File: src/rtl/serial_sub_pkg.sv
// Shared definitions for the bit-serial subtractor: state encoding and default width.
package serial_sub_pkg;

   localparam int unsigned DEFAULT_WIDTH = 4;

   // 2'b11 is unused and recovers to ST_IDLE in the next-state logic.
   typedef enum logic [1:0] {
      ST_IDLE = 2'b00,
      ST_RUN  = 2'b01,
      ST_DONE = 2'b10
   } state_t;

endpackage : serial_sub_pkg

File: src/rtl/full_subtractor.sv
// One-bit full subtractor built purely from gate primitives so every
// internal net is a distinct stuck-at fault site.
module full_subtractor (
   output logic diff,
   output logic bout,
   input  logic x,
   input  logic y,
   input  logic bin
);

   logic x_xor_y;
   logic x_n;
   logic x_xor_y_n;
   logic gen_borrow;
   logic prop_borrow;

   xor u_xor_xy   (x_xor_y, x, y);
   xor u_xor_diff (diff, x_xor_y, bin);
   not u_not_x    (x_n, x);
   and u_and_gen  (gen_borrow, x_n, y);
   not u_not_xy   (x_xor_y_n, x_xor_y);
   and u_and_prop (prop_borrow, x_xor_y_n, bin);
   or  u_or_bout  (bout, gen_borrow, prop_borrow);

endmodule : full_subtractor

File: src/rtl/serial_subtractor.sv
// Bit-serial two's-complement subtractor, d = a - b, LSB first, one bit per clock.
// Optional signed-overflow output enabled by defining SERIAL_SUB_OVF_EN.
module serial_subtractor
   import serial_sub_pkg::*;
#(
   parameter int unsigned WIDTH = DEFAULT_WIDTH
) (
   input  logic             clk,
   input  logic             rst_n,
   input  logic             start,
   input  logic [WIDTH-1:0] a,
   input  logic [WIDTH-1:0] b,
   output logic             busy,
   output logic             done,
   output logic [WIDTH-1:0] d,
   output logic             borrow_out
`ifdef SERIAL_SUB_OVF_EN
   ,
   output logic             ovf
`endif
);

   localparam int unsigned CNT_W = (WIDTH > 1) ? $clog2(WIDTH) : 1;

   state_t             state;
   state_t             state_next;
   logic               accept_c;
   logic               last_c;

   logic [WIDTH-1:0]   a_sh;
   logic [WIDTH-1:0]   b_sh;
   logic               borrow;
   logic [CNT_W-1:0]   cnt;
   logic               diff_c;
   logic               bout_c;

`ifdef SERIAL_SUB_OVF_EN
   logic               a_msb;
   logic               b_msb;
`endif

   // Single shared subtractor cell fed by the operand LSBs and the borrow flop.
   full_subtractor u_cell (
      .diff (diff_c),
      .bout (bout_c),
      .x    (a_sh[0]),
      .y    (b_sh[0]),
      .bin  (borrow)
   );

   // State register.
   always_ff @(posedge clk or negedge rst_n) begin
      if (!rst_n) begin
         state <= ST_IDLE;
      end else begin
         state <= state_next;
      end
   end

   // Next-state logic; start is only honoured outside RUN.
   always_comb begin
      state_next = state;
      accept_c   = 1'b0;
      last_c     = 1'b0;
      case (state)
         ST_IDLE: begin
            if (start) begin
               state_next = ST_RUN;
               accept_c   = 1'b1;
            end
         end
         ST_RUN: begin
            if (cnt == CNT_W'(WIDTH - 1)) begin
               state_next = ST_DONE;
               last_c     = 1'b1;
            end
         end
         ST_DONE: begin
            if (start) begin
               state_next = ST_RUN;
               accept_c   = 1'b1;
            end else begin
               state_next = ST_IDLE;
            end
         end
         default: begin
            state_next = ST_IDLE;
         end
      endcase
   end

   // Handshake outputs, registered from the next state so they align with it.
   always_ff @(posedge clk or negedge rst_n) begin
      if (!rst_n) begin
         busy <= 1'b0;
         done <= 1'b0;
      end else begin
         busy <= (state_next == ST_RUN);
         done <= last_c;
      end
   end

   // Operand shifters, borrow flop, bit counter and result register.
   always_ff @(posedge clk or negedge rst_n) begin
      if (!rst_n) begin
         a_sh       <= '0;
         b_sh       <= '0;
         borrow     <= 1'b0;
         cnt        <= '0;
         d          <= '0;
         borrow_out <= 1'b0;
      end else if (accept_c) begin
         a_sh       <= a;
         b_sh       <= b;
         borrow     <= 1'b0;
         cnt        <= '0;
         d          <= '0;
         borrow_out <= 1'b0;
      end else if (state == ST_RUN) begin
         a_sh   <= a_sh >> 1;
         b_sh   <= b_sh >> 1;
         d      <= {diff_c, d[WIDTH-1:1]};
         borrow <= bout_c;
         // Counter stops at its final value so it never wraps mid-operation.
         if (!last_c) begin
            cnt <= cnt + CNT_W'(1);
         end
         if (last_c) begin
            borrow_out <= bout_c;
         end
      end
   end

`ifdef SERIAL_SUB_OVF_EN
   // Signed overflow: operand signs differ and the result sign differs from a.
   always_ff @(posedge clk or negedge rst_n) begin
      if (!rst_n) begin
         a_msb <= 1'b0;
         b_msb <= 1'b0;
         ovf   <= 1'b0;
      end else if (accept_c) begin
         a_msb <= a[WIDTH-1];
         b_msb <= b[WIDTH-1];
         ovf   <= 1'b0;
      end else if (last_c) begin
         ovf <= (a_msb ^ b_msb) & (diff_c ^ a_msb);
      end
   end
`endif

endmodule : serial_subtractor

File: config.mk
export PLATFORM = sky130hd
export DESIGN_NAME = serial_subtractor
export DESIGN_NICKNAME = d
export VERILOG_FILES = /design/src/rtl/serial_sub_pkg.sv /design/src/rtl/full_subtractor.sv /design/src/rtl/serial_subtractor.sv
export SDC_FILE = /design/constraint.sdc
export NUM_CORES = 1
export LEC_CHECK = 0
export ABC_CLOCK_PERIOD_IN_PS = 3700
export BUFFER_PORTS_ARGS = -buffer_cell sky130_fd_sc_hd__buf_2
export CORE_MARGIN = 4
export CORE_UTILIZATION = 57
export DETAILED_ROUTE_END_ITERATION = 10
export PLACE_DENSITY = 0.88
export SYNTH_ARGS = -nofsm -noshare
export SYNTH_HDL_FRONTEND = slang
export SYNTH_SLANG_ARGS = --single-unit
File: constraint.sdc
create_clock -name clk -period 3.7 [get_ports clk]
set_input_delay 0.74 -clock clk [delete_from_list [all_inputs] [get_ports clk]]
set_output_delay 0.74 -clock clk [all_outputs]
set_load 0.01 [all_outputs]
==> results by group <==
Run status
  – Status: complete, no violations

Synth
  – Syn Nets: 102
  – Ranking of synthesized cells by area: dfrtp_1 50%, mux2i_1 13%, a211oi_1 3.8%, o21ai_0 3.5%, nor2b_1 3.1%
  – Mapped Area: 996 sq um
  – Largest family of logic cells by synthesized area: multiplexers
  – Top cell type's share of synthesized area: 50.3%
  – Post-synthesis compound-gate area fraction: 14.4%
  – Seq/Total Area, Yosys: 50.3%
  – Synth Instances: 89
  – Synth Area in Adders: 3.27%
  – Mux cell area share after synthesis: 16.8%
  – Post-synthesis average cell area: 11.2 sq um
  – Yosys top cell by area: dfrtp_1
  – Library cells used by synthesis: 23
  – Post-synthesis xor/xnor area fraction: 0.879%
  – Synth warnings: 0
  – Synth Area in Simple Gates: 9.67%
  – Register bit count reported by yosys: 20

Critical path
  – Slowest library cell on the worst path: dfrtp_1
  – Max incr delay on CP: 780 ps
  – Critical path type: reg2reg
  – Crit path arrival time: 1840 ps
  – Crit path buf inv count: 0
  – CP required: 3900 ps
  – Crit. End Element: flop
  – Worst Path Max Fanout: 16
  – Crit-path leading delay family: flip-flops
  – Worst R2R Setup Slack: 2060 ps
  – Worst Setup Start Kind: flop
  – CP cell instances: nand2b_4, mux2_4, a22o_1

Floorplan
  – Die Ht: 49.8 microns
  – Total I/O pin count: 18
  – Die ar.: 2480 sq um
  – Rows: 14
  – Starting density of the core: 63.2%
  – Total core area: 1580 sq um
  – Die width: 49.8 microns

Global routing
  – Initial antenna violation count: 0
  – Overall Global Routing Usage: 17.3%
  – First-pass GRT wire length: 3190 microns
  – Largest net degree at the start of global routing: 23
  – Vias in the first global route: 728
  – Total gr overflow: 0

Drt
  – Met2 routed WL: 767 microns
  – DR vias/cell: 5.76
  – Starting DRT DRC Count: 11
  – Met1 WL: 835 microns
  – Detailed Route WL: 1720 microns
  – DRC: 0
  – Drt wl/cell: 14.3 microns
  – Top Metal Used: met4
  – Vias post-DR: 691
  – Routed wl met3: 56 microns
  – DRT Pass-1 Iters: 4
  – Detail Route Antenna Nets: 0

STA
  – Clock Skew: 5.81 ps
  – Fin crit share: 44.2%
  – Relative slew slack: 56.4%
  – Worst-margin pin slew: 653 ps
  – Setup TNS: 0 ps
  – Count of final max-slew check failures: 0
  – Final hold violations: 0
  – RSZ-0062 raised after global routing: false
  – # setup viols final: 0
  – Maximum clock rate: 611 MHz
  – Post-route worst setup slack: 2060 ps
  – Period minus WS final: 1640 ps

Worst hold path
  – Worst hold path class: in2async

Power and ir drop
  – Max rail drop VDD: 536 uV
  – LEAKAGE: 0.508 nW
  – PwrDens: 804 nW/um^2
  – Total power: 0.875 mW

Clocking
  – H-tree depth: 1
  – CTS tree: yes
  – Clock tree buffer depth: 2
  – TritonCTS buffer count: 3
  – TritonCTS Sinks: 20
  – Worst-Skew Late Latency: 300 ps
  – Setup Buffers After CTS: 0
  – Reg clk slew, reported paths: 110 ps
  – Clk root buf: clkbuf_4
  – Hold_buf cts: 0
  – Post-cts sizing count: 0

Placement
  – GP Congestion: 0.708
  – DP Wirelength: 1200 microns
  – Worst slack at placement: 2060 ps
  – Buffers added on ports: 17

Layout
  – Filler cells: 114
  – Layout cells sized above 1: 23.1%
  – Layout area overhead: 9.30%
  – Nets: 119
  – ANT cells: 0

Run
  – Max Cap Viol: 0
[power breakdown]
part / internal (mW) / switching, mW / total (mW)
Clock: 0.0380 / 0.0647 / 0.103
Combinational: 0.191 / 0.157 / 0.348
Sequential: 0.314 / 0.111 / 0.424
Total: 0.543 / 0.332 / 0.875
[path summary, 6_finish.rpt]
check | start | end | cells past startpoint
max | state[1] | borrow_out | 3
min | rst_n | d[0] | 1
max reg2reg | state[1] | borrow_out | 3
min reg2reg | d[0] | d[0] | 2
max in group asynchronous | rst_n | b_sh[1] | 1
min in group clk | d[0] | d[0] | 2
[synthesized netlist by cell type]
| library cell | instances |
|---|---|
| inv_1 | 3 |
| nor2_1 | 4 |
| a211oi_1 | 5 |
| buf_2 | 1 |
| o21ai_0 | 7 |
| buf_6 | 1 |
| nand2b_4 | 1 |
| mux2_4 | 1 |
| mux2i_1 | 13 |
| xnor2_1 | 1 |
| ha_1 | 1 |
| a21oi_1 | 6 |
| dfrtp_1 | 20 |
| clkbuf_1 | 1 |
| a22o_1 | 3 |
| mux2_2 | 2 |
| nand2_1 | 7 |
| nor2b_1 | 5 |
| buf_4 | 2 |
| fa_1 | 1 |
| o211a_1 | 1 |
| o21ai_1 | 1 |
| nand3_1 | 2 |
[area by class of cell]
type	count	area, sq um	share of cell area, %
inverters	3	11.3	1.03
flip-flops and latches	20	500	46.0
clock buffers	3	22.5	2.07
multi-input cells	61	449	41.3
well taps	16	20.0	1.84
repair buffers	17	85.1	7.82
[cells in the final DEF (no fill, tap or decap), drive strengths merged, types with 3 or more instances in the layout]
cell type / instances
mux2i: 13
nor2b: 5
inv: 3
a211oi: 5
o21ai: 8
a22o: 3
dfrtp: 20
buf: 17
clkbuf: 3
a21oi: 6
nor2: 4
mux2: 3
nand2: 7
[registers in the layout, summed over array words and instances (netlist names)]
| signal | count |
|---|---|
| borrow | 1 |
| d | 4 |
| busy | 1 |
| done | 1 |
| a_sh | 4 |
| cnt | 2 |
| b_sh | 4 |
| borrow_out | 1 |
| state | 2 |
[cells by family after synthesis]
logic type / after synthesis
AO/OA/AOI/OAI: 23
flip-flops: 20
AND/OR/NAND/NOR: 19
multiplexers: 16
buffers and inverters: 8
adder cells (fa/ha/maj): 2
XOR/XNOR: 1
[worst reg2reg max path, stage by stage (launching register included)]
cell and delay (ps):
dfrtp_1 780, nand2b_4 280, mux2_4 290, a22o_1 190
[metrics by stage]
step	cell area (sq um)	std cells	hold slack, ps	util [%]
global route	1090	120	377	69.0
CTS	1090	120	370	69.0
finish	1090	120	360	69.0
global placement	1070	117	495	67.6
floorplan	996	89	444	-
detailed placement	1070	117	501	67.6
[per-layer routing]
metal  global-route usage (%)  vias to the layer above
li1                         -                      342
met1                     21.8                      330
met2                     25.8                       15
met3                     3.61                        4
met4                     13.4                        0
met5                        0                        -
Power figures use the tool's default switching activity.
